`src/rtl/maze_arbiter.sv`:
```
// Round-robin arbiter that lends one shared maze solver to two requesters:
// streams the granted maze in, routes directions back, reports status per job.
module maze_arbiter #(
  parameter int N_BITS  = 289,
  parameter int TIMEOUT = 1023
) (
  input  logic       clk,
  input  logic       rst,
  input  logic       req0,
  input  logic       req1,
  output logic       gnt0,
  output logic       gnt1,
  input  logic       in_valid0,
  input  logic       in_valid1,
  input  logic       in0,
  input  logic       in1,
  output logic       m_in_valid,
  output logic       m_in,
  input  logic       m_out_valid,
  input  logic [1:0] m_out,
  output logic       out_valid0,
  output logic       out_valid1,
  output logic [1:0] out0,
  output logic [1:0] out1,
  output logic       done0,
  output logic       done1,
  output logic       err,
  output logic [9:0] steps
);

  localparam int TW = (TIMEOUT > 1) ? $clog2(TIMEOUT + 1) : 1;

  typedef enum logic [1:0] {IDLE, LOAD, SOLVE, RELEASE} state_t;

  state_t        r_state, w_next;
  logic          r_sel, r_prio, r_err_pend, r_seen;
  logic [8:0]    r_bit_cnt;
  logic [9:0]    r_steps_cnt, r_steps;
  logic [TW-1:0] r_tmo_cnt;
  logic          r_m_in_valid, r_m_in;
  logic          r_out_valid0, r_out_valid1;
  logic [1:0]    r_out0, r_out1;

  logic w_iv, w_ib, w_pick, w_last_bit, w_timeout, w_solve_dir;

  assign w_iv        = r_sel ? in_valid1 : in_valid0;
  assign w_ib        = r_sel ? in1 : in0;
  // Tie goes to the pointer; a lone requester wins regardless of it.
  assign w_pick      = (req0 && req1) ? r_prio : req1;
  assign w_last_bit  = (r_state == LOAD) && w_iv && (r_bit_cnt == 9'(N_BITS - 1));
  assign w_timeout   = !r_seen && !m_out_valid && (r_tmo_cnt == TW'(TIMEOUT - 1));
  assign w_solve_dir = (r_state == SOLVE) && m_out_valid;

  always_comb begin
    w_next = r_state;
    gnt0   = 1'b0;
    gnt1   = 1'b0;
    done0  = 1'b0;
    done1  = 1'b0;
    err    = 1'b0;
    case (r_state)
      IDLE: begin
        if (req0 || req1) w_next = LOAD;
      end
      LOAD: begin
        gnt0 = !r_sel;
        gnt1 = r_sel;
        if (w_last_bit || (!w_iv && r_bit_cnt != '0)) w_next = SOLVE;
      end
      SOLVE: begin
        gnt0 = !r_sel;
        gnt1 = r_sel;
        if ((r_seen && !m_out_valid) || w_timeout) w_next = RELEASE;
      end
      RELEASE: begin
        done0  = !r_sel;
        done1  = r_sel;
        err    = r_err_pend;
        w_next = IDLE;
      end
      default: w_next = IDLE;
    endcase
  end

  always_ff @(posedge clk or posedge rst) begin
    if (rst) begin
      r_state      <= IDLE;
      r_sel        <= 1'b0;
      r_prio       <= 1'b0;
      r_err_pend   <= 1'b0;
      r_seen       <= 1'b0;
      r_bit_cnt    <= '0;
      r_steps_cnt  <= '0;
      r_steps      <= '0;
      r_tmo_cnt    <= '0;
      r_m_in_valid <= 1'b0;
      r_m_in       <= 1'b0;
      r_out_valid0 <= 1'b0;
      r_out_valid1 <= 1'b0;
      r_out0       <= '0;
      r_out1       <= '0;
    end else begin
      r_state      <= w_next;
      r_m_in_valid <= (r_state == LOAD) && w_iv;
      r_m_in       <= (r_state == LOAD) && w_iv && w_ib;
      r_out_valid0 <= w_solve_dir && !r_sel;
      r_out_valid1 <= w_solve_dir && r_sel;
      r_out0       <= (w_solve_dir && !r_sel) ? m_out : '0;
      r_out1       <= (w_solve_dir && r_sel) ? m_out : '0;
      case (r_state)
        IDLE: begin
          if (req0 || req1) r_sel <= w_pick;
        end
        LOAD: begin
          if (w_iv) r_bit_cnt <= r_bit_cnt + 9'd1;
          if (!w_iv && r_bit_cnt != '0) r_err_pend <= 1'b1;
        end
        SOLVE: begin
          // Bits still arriving after the maze is complete mark the job bad.
          if (w_iv) r_err_pend <= 1'b1;
          if (!r_seen) r_tmo_cnt <= r_tmo_cnt + TW'(1);
          if (m_out_valid) begin
            r_seen <= 1'b1;
            if (r_steps_cnt != '1) r_steps_cnt <= r_steps_cnt + 10'd1;
          end
          if (w_next == RELEASE) begin
            r_steps <= r_steps_cnt;
            if (!r_seen) r_err_pend <= 1'b1;
          end
        end
        RELEASE: begin
          r_prio      <= !r_sel;
          r_err_pend  <= 1'b0;
          r_seen      <= 1'b0;
          r_bit_cnt   <= '0;
          r_steps_cnt <= '0;
          r_tmo_cnt   <= '0;
        end
        default: ;
      endcase
    end
  end

  assign m_in_valid = r_m_in_valid;
  assign m_in       = r_m_in;
  assign out_valid0 = r_out_valid0;
  assign out_valid1 = r_out_valid1;
  assign out0       = r_out0;
  assign out1       = r_out1;
  assign steps      = r_steps;

endmodule

```
`config.mk`:
```
export PLATFORM = sky130hd
export DESIGN_NAME = maze_arbiter
export DESIGN_NICKNAME = d
export VERILOG_FILES = /design/src/rtl/maze_arbiter.sv
export SDC_FILE = /design/constraint.sdc
export NUM_CORES = 1
export LEC_CHECK = 0
export CAP_MARGIN = 20
export CORE_MARGIN = 3
export CORE_UTILIZATION = 40
export DETAILED_ROUTE_END_ITERATION = 12
export HOLD_SLACK_MARGIN = 0.02
export PLACE_DENSITY = 0.7
export SLEW_MARGIN = 10
export SYNTH_ARGS = -nofsm -noshare
export SYNTH_HDL_FRONTEND = slang
export SYNTH_SLANG_ARGS = --single-unit
export TNS_END_PERCENT = 20
```
`constraint.sdc`:
```
create_clock -name clk -period 2.2 [get_ports clk]
set_clock_uncertainty 0.15 [all_clocks]
set_input_delay 0.66 -clock clk [delete_from_list [all_inputs] [get_ports clk]]
set_output_delay 0.66 -clock clk [all_outputs]
set_load 0.02 [all_outputs]
```
# --- Word-level counts from Yosys, hierarchy flattened ---
# Index checks and enable logic that the tools add are counted.
word_totals:
  regBits: 53
  mem_count: 0
  latch_bits: 0
  ramBits: 0
  out_inout_bits: 23
  rom_bits: 0
  input_bits: 11
  word_cells: 89
classes:
  n_mux: 28
  shift: 0
  div: 0
  bitwise_logic: 0
  eq_ne: 12
  magnitude_cmp: 0
  addsub: 3
  n_reduce_logical: 31
  mul: 0
op_table:
  columns: ["op", "n"]
  rows:
  - ["$pmux W10 S2", 2]
  - ["$mux W10", 3]
  - ["$add A10 B1 Y10 const B", 2]
  - ["$pmux W9 S2", 1]
  - ["$mux W1", 13]
  - ["$reduce_and A2 Y1", 6]
  - ["$logic_and A1 B1 Y1", 11]
  - ["$eq A10 B10 Y1 const B", 1]
  - ["$mux W2", 5]
  - ["$ne A10 B10 Y1 const B", 1]
  - ["$add A9 B1 Y9 const B", 1]
  - ["$eq A9 B9 Y1 const B", 1]
  - ["$mux W9", 1]
  - ["$reduce_bool A9 Y1", 1]
  - ["$ne A2 B2 Y1 const B", 4]
  - ["$pmux W2 S4", 1]
  - ["$eq A2 B2 Y1 const B", 3]
  - ["$logic_not A1 Y1", 4]
  - ["$reduce_bool A2 Y1", 2]
  - ["$logic_or A1 B1 Y1", 3]
  - ["$pmux W1 S3", 1]
  - ["$reduce_and A3 Y1", 1]
  - ["$reduce_bool A3 Y1", 1]
  - ["$eq A2 B1 Y1 const B", 1]
  - ["other kinds (4)", 4]

# --- Logic depth before layout (Yosys ltp) ---
# Gate-level depths: netlist of run 1.
depth:
  ltp_word: 9
  mapped_depth: 9
  mapped_depth_nobuf: 7

# --- Least setup slack after synthesis of run 1 ---
# OpenSTA, ideal clock, no wires.
synth_path:
  path_type: "register to register"
  start: "register r_state[0]"
  end: "register r_steps[0] (netlist: steps[0])"
  n_path_buf: 2
  period_less_slack_ns: 2.293
  arrival_ns: 2.018
  path_slack_ns: -0.093
  t_required_ns: 1.925
  setup_ns: 0.125
  path_stages_with_launch: 10
  cell_sequence: "dfrtp_1 > inv_1 > ha_1 > buf_6 > inv_1 > a21oi_1 > o32a_1 > o221a_1 > buf_6 > mux2_4"
synth_between:
  elab_chain_cells: 8
  elab_cells_between_ends: 13
  cone_classes: "4 x eq/ne; 4 x mux; 5 x reduce/logical"
synth_lines:
  columns: ["item", "line_no", "rtl"]
  rows:
  - ["start, declared", "35", "state_t r_state, w_next;"]
  - ["start signal, assigned", "103", "r_state <= w_next;"]
  - ["$eq A2 B1 Y1", "50, 61", null]
  - ["$logic_and A1 B1 Y1 (2 in a row)", "50", "assign w_last_bit = (r_state == LOAD) && w_iv && (r_bit_cnt == 9'(N_BITS - 1));"]
  - ["$logic_or A1 B1 Y1", "68", "if (w_last_bit || (!w_iv && r_bit_cnt != '0)) w_next = SOLVE;"]
  - ["$mux W2", "68", null]
  - ["$pmux W2 S4", "61", "case (r_state)"]
  - ["$eq A2 B2 Y1", "126", "if (w_next == RELEASE) begin"]
  - ["$reduce_and A2 Y1 (no source line) (*)", null, null]
  - ["end signal, assigned", "127", "r_steps <= r_steps_cnt;"]
  - ["end, declared", "38", "logic [9:0] r_steps_cnt, r_steps;"]
# Every way passes the cells marked *; elsewhere a longest branch is shown, timed or not.
# A chain may end at the register's enable or synchronous reset.

# --- Worst setup path after layout of run 1 ---
layout_path:
  start: "register r_state[0]"
  end: "register r_steps[3] (netlist: steps[3])"
# Same word-level chain as after synthesis.

==> impl_metrics.tcl, run 1 <==
set metrics [dict create \
    gp_congestion 0.817 \
    drt_iter0_markers 119 \
    syn_avg_cell_area_um2 9.94 \
    clockBufferDepth 2 \
    critical_path_arrival_ns 2.38 \
    min_from "r_prio" \
    grt_pass1_vias 2404 \
    final.setup.tns_ns -1.18 \
    clkSlewWorstSetupHoldPaths_ns 0.11 \
    finalMaxSlewViolations 0 \
    p_per_area_mw_per_mm2 998 \
    ff2ff_path_depth 8 \
    h-tree-depth 2 \
    r2r-end "steps[3]" \
    drv_cap 0 \
    cts_buffers 5 \
    portBuffers 33 \
    grt_first_pass_wirelength_um 11600 \
    peakVddDrop_v 0.000356 \
    final_cell_mix "buf_4 (54), dfrtp_1 (53), o21ai_0 (30), clkdlybuf4s50_1 (23)" \
    clock_sinks 53 \
    grt_max_degree 25 \
    synth_edf_count 0 \
    hold_viol 0 \
    required_ns 2.27 \
    r2r-start "r_state[0]" \
    worst_pin_slew_ns 0.459 \
    timing.final.ws_setup_ns -0.111 \
    postRouteAntennaNets 0 \
    final_common_cell "buf_4" \
    finalCritPeriodShare_pct 105 \
    fp.dieW_um 90.5 \
    routed_via_density 5.32 \
    synth-main-ff-cell "dfrtp_1" \
    drc 0 \
    ctsRootBufferMaster "clkbuf_8" \
    p_total_mw 3.90 \
    drive_above_1_share_pct 29.1 \
    cts_hold_buf 0 \
    nNetsFinal 395 \
    core-area_mm2 0.00687 \
    path_class "flip-flop to flip-flop" \
    wl_um 6970 \
    vias 2507 \
    firstDrtPassIters 4 \
    synth_cell_type_count 49 \
    io_pins 34 \
    synth.ff_latch_count 53 \
    tritoncts "built" \
    worstPathMaxFanout 5 \
    violations "setup timing" \
    max_clock_freq_ghz 0.433 \
    rows 30 \
    hold_path_end "r_prio" \
    antenna_found_initial 0 \
    synthesis.nets 308 \
    dieArea_mm2 0.00818 \
    wl_per_cell_um 14.8 \
    start_util_pct 41.5 \
    min_delay_path_depth 1 \
    end_kind "flip-flop" \
    leakagePower_nw 1.76 \
    slew_headroom_pct 69.4 \
    syn_inst 287 \
    ys_seq_area_share_pct 46.5 \
    die_h_um 90.5 \
    synthArstFlopShare_pct 100 \
    post-dp-hpwl_um 4910 \
    n_antenna_cell 0 \
    start_kind "flip-flop" \
    clkLatencyLatePin_ns 0.32 \
    grtUsageTotal_pct 17.2 \
    setup_viol 13 \
    syn_to_final_growth_pct 37.1 \
    min_period_ns 2.31 \
    gr-total-overflow 0 \
    reg2reg_slack_ns -0.11 \
    outcome "finished with violations" \
    rsz0062_at_grt "yes" \
    fill_cells 585 \
    yosysWarningCount 0 \
    hold_path_class "flip-flop to flip-flop" \
    synth_area_mm2 0.00285 \
]
==> critical path, cell delays in order (launching register included) <==
cell	delay [ns]
dfrtp_1	0.42
inv_2	0.14
ha_4	0.16
inv_2	0.04
or3_4	0.36
o32a_1	0.19
o221a_4	0.31
buf_12	0.15
mux2_4	0.29
==> worst max-delay path by stage <==
stage	start	end	slack, ns
detailed placement	in_valid0	steps[0]	-0.65
global placement	in_valid0	steps[7]	-0.61
floorplan	in_valid0	steps[0]	-0.09
finish	r_state[0]	steps[3]	-0.11
CTS	r_state[0]	steps[3]	-0.09
global route	r_state[0]	steps[3]	-0.18
==> area by class of cell <==
type | count | area (um^2) | area share (%)
Clock buffer | 5 | 68.8 | 1.76
Tap cell | 96 | 120 | 3.07
Inverter | 17 | 63.8 | 1.63
Clock inverter | 3 | 26.3 | 0.672
Sequential cell | 53 | 1330 | 33.9
Multi-Input combinational cell | 207 | 1510 | 38.5
Timing Repair Buffer | 90 | 802 | 20.5
==> power by group <==
group	internal, mW	switching (mW)	total [mW]
Sequential	1.13	0.133	1.27
Clock	0.232	0.354	0.586
Combinational	1.01	1.04	2.05
==> per-layer routing <==
layer,track usage [%],share of wire (%),wire (um),vias up
li1,-,-,-,1203
met3,4.50,5.2,362,8
met4,3.70,1.0,73,0
met5,0,0,0,-
met2,28.9,49,3420,71
met1,22.4,45,3110,1225
==> through the flow <==
stage,cell area (um^2),hold WS [ns],setup WS [ns],cells,utilization [%]
floorplan,2860,0.305,-0.0862,287,-
global placement,3670,0.341,-0.606,457,53.4
detailed placement,3670,0.342,-0.649,457,53.4
CTS,3850,0.369,-0.0862,471,56.1
global route,3910,0.385,-0.183,471,57.0
finish,3910,0.368,-0.111,471,57.0
==> state kept, by name (all words and copies together), names as in the netlist <==
name,count
r_steps_cnt,10
r_tmo_cnt,10
steps,10
r_bit_cnt,9
out0,2
out1,2
r_state,2
m_in,1
m_in_valid,1
out_valid0,1
out_valid1,1
r_err_pend,1
r_prio,1
r_seen,1
r_sel,1
==> cells by family after synthesis <==
| family | synth area share [%] |
|---|---|
| and+or+nand+nor | 18.5 |
| xor gates and xnor gates | 2.45 |
| DFF | 46.5 |
| buffers and inverters | 4.34 |
| adders and majority gates | 4.38 |
| AOI/OAI and AO/OA | 16.7 |
| muxes | 7.19 |
==> cell usage after synthesis, types with 2 or more instances <==
| master | instances | area, um^2 |
|---|---|---|
| a21o_1 | 2 | 15.0 |
| a21oi_1 | 17 | 85.1 |
| a22o_1 | 3 | 26.3 |
| a31oi_1 | 6 | 37.5 |
| a41o_1 | 2 | 20.0 |
| a41oi_1 | 2 | 17.5 |
| and2_1 | 8 | 50.1 |
| and3_1 | 4 | 25.0 |
| buf_2 | 2 | 10.0 |
| buf_6 | 2 | 22.5 |
| clkbuf_1 | 4 | 15.0 |
| dfrtp_1 | 53 | 1330 |
| ha_1 | 10 | 125 |
| inv_1 | 17 | 63.8 |
| mux2_4 | 11 | 165 |
| mux2i_1 | 4 | 40.0 |
| nand2_1 | 19 | 71.3 |
| nand2b_1 | 4 | 25.0 |
| nand3_1 | 11 | 55.1 |
| nand4_1 | 7 | 43.8 |
| nor2_1 | 21 | 78.8 |
| nor2b_1 | 3 | 18.8 |
| nor3_1 | 5 | 25.0 |
| nor4_1 | 3 | 18.8 |
| o21ai_0 | 30 | 150 |
| o22ai_1 | 2 | 12.5 |
| o31ai_1 | 2 | 15.0 |
| o32ai_1 | 2 | 17.5 |
| or2_2 | 4 | 25.0 |
| or3_1 | 2 | 12.5 |
| xnor2_1 | 4 | 35.0 |
| xor2_1 | 4 | 35.0 |
==> what timing repair did <==
item / 4_1_cts / 5_1_grt
setup endpoints to repair: 27 / 35
buffers inserted: 5 / 0
cloned: 1 / 0
pin swaps: 6 / 2
gates resized for setup: 42 / 13
No activity file was read; power rests on OpenSTA's default activity.
==> run 2, diff against run 1 <==
==> constraint.sdc (replaced) <==
create_clock -name clk -period 2.05 [get_ports clk]
set_clock_uncertainty 0.15 [all_clocks]
set_input_delay 0.615 -clock clk [delete_from_list [all_inputs] [get_ports clk]]
set_output_delay 0.615 -clock clk [all_outputs]
set_load 0.02 [all_outputs]
==> run 2 against run 1 <==
The run still ends with setup timing left. Global-route usage is 0.35 points higher. Sequential power is 5% higher. Combinational power is 16% higher. Critical path type is now input pin to flip-flop. Critical endpoint is now steps[4]. Cell area is 2.8% higher. First-iteration DRC count is 12% higher. Clock power is 4.8% higher. Routed wire length is 0.70% higher. Largest power group unchanged. Core utilization is 1.6 points higher.
==> impl_metrics.tcl, run 2 (synthesis results as in run 1) <==
set metrics [dict create \
    wl_um 7020 \
    hold_path_class "flip-flop to flip-flop" \
    dieArea_mm2 0.00818 \
    antenna_found_initial 0 \
    clkLatencyLatePin_ns 0.31 \
    postRouteAntennaNets 0 \
    max_clock_freq_ghz 0.429 \
    finalCritPeriodShare_pct 114 \
    drv_cap 0 \
    gr-total-overflow 0 \
    ctsRootBufferMaster "clkbuf_8" \
    critical_path_arrival_ns 2.39 \
    drc 0 \
    dp_slack_ns -0.766 \
    holdWs_ns 0.363 \
    grt_first_pass_wirelength_um 11900 \
    leakagePower_nw 1.91 \
    die_h_um 90.5 \
    path_class "input pin to flip-flop" \
    p_per_area_mw_per_mm2 1070 \
    clockBufferDepth 2 \
    clock_sinks 53 \
    fill_cells 581 \
    h-tree-depth 2 \
    core-area_mm2 0.00687 \
    required_ns 2.11 \
    firstDrtPassIters 4 \
    min_period_ns 2.33 \
    grt_max_degree 54 \
    worst_pin_slew_ns 0.485 \
    start_util_pct 41.5 \
    timing.final.ws_setup_ns -0.282 \
    fp.dieW_um 90.5 \
    final_common_cell "buf_4" \
    peakVddDrop_v 0.000373 \
    drt-met1-wl_um 3290 \
    setup_viol 20 \
    start_kind "input pin" \
    finalMaxSlewViolations 0 \
    grt_pass1_vias 2536 \
    vias 2535 \
    syn_to_final_growth_pct 41.0 \
    io_pins 34 \
    grtUsageTotal_pct 17.6 \
    n_antenna_cell 0 \
    final_cell_mix "buf_4 (61), dfrtp_1 (52), o21ai_0 (22), nand2_1 (19), nor2_1 (17)" \
    highest_layer "met4" \
    wl_met3_um 278 \
    end_kind "flip-flop" \
    post-dp-hpwl_um 4720 \
    hold_viol 0 \
    drt_iter0_markers 133 \
    drive_above_1_share_pct 33.5 \
    slew_headroom_pct 67.7 \
    tritoncts "built" \
    rows 30 \
    worstPathMaxFanout 5 \
    cts_hold_buf 0 \
    rsz0062_at_grt "yes" \
    violations "setup timing" \
    cts_buffers 5 \
    nNetsFinal 402 \
    routed_via_density 5.30 \
    portBuffers 33 \
    wl_met2_um 3340 \
    clkSlewWorstSetupHoldPaths_ns 0.10 \
    wl_per_cell_um 14.7 \
    outcome "finished with violations" \
    gp_congestion 0.863 \
]
-- run 2: cell types whose count changed in the layout (fill, tap and decap cells not counted), moves of 4 or more --
| cell | change |
|---|---|
| o21ai_1 | +7 |
| buf_4 | +7 |
| dlygate4sd2_1 | +10 |
| dlymetal6s2s_1 | +4 |
| o21ai_0 | -8 |
| clkdlybuf4s50_1 | -12 |
-- run 2: worst paths after layout --
check,start,end,slack (ns),depth (start not counted)
setup / recovery,req1,steps[4],-0.28,6
hold / removal,r_prio,r_prio,0.36,1
setup reg to reg,r_state[0],steps[4],-0.26,8
hold reg to reg,r_prio,r_prio,0.36,1
max in group asynchronous,rst,r_state[1],0.94,3
min in group asynchronous,rst,r_tmo_cnt[4],0.57,3
-- run 2: layout make-up --
class	instances	area [um^2]	share of cell area, %
flip-flops and latches	53	1330	33.0
inverters	17	70.1	1.74
clock buffers	5	68.8	1.71
multi-input cells	207	1560	38.7
repair buffers	97	858	21.3
clock inverters	3	21.3	0.529
well taps	96	120	2.99
-- run 2: worst max-delay path, cell delays in order --
cell             delay, ns
clkdlybuf4s50_1       0.43
or3_4                 0.40
o32a_1                0.19
o221a_4               0.31
buf_12                0.15
mux2_4                0.29
-- run 2: routing by layer --
layer  global-route usage [%]  vias up
li1                         -     1219
met1                     22.8     1238
met2                     28.7       67
met3                     3.83       11
met4                     6.63        0
met5                        0        -
-- run 2: where the power goes --
group	internal, mW	switching [mW]
clock network	0.243	0.371
logic	1.17	1.20
registers	1.22	0.111
-- run 2: what timing repair did --
item / CTS / global route
setup buffers: 5 / 1
cloned: 1 / 0
endpoints found under the setup margin: 50 / 47
pin swaps: 7 / 6
gates resized for setup: 54 / 32
-- run 2: per-stage QoR --
stage / power (mW) / TNS, ns / cells / instance area, um^2 / util [%]
floorplan: 2.49 / -1.94 / 287 / 2870 / -
global placement: 3.35 / -12.80 / 463 / 3720 / 54.1
detailed placement: 3.41 / -13.75 / 463 / 3720 / 54.1
CTS: 4.16 / -4.05 / 477 / 3910 / 56.9
global route: 4.61 / -6.57 / 478 / 4020 / 58.6
finish: 4.32 / -3.67 / 478 / 4020 / 58.6
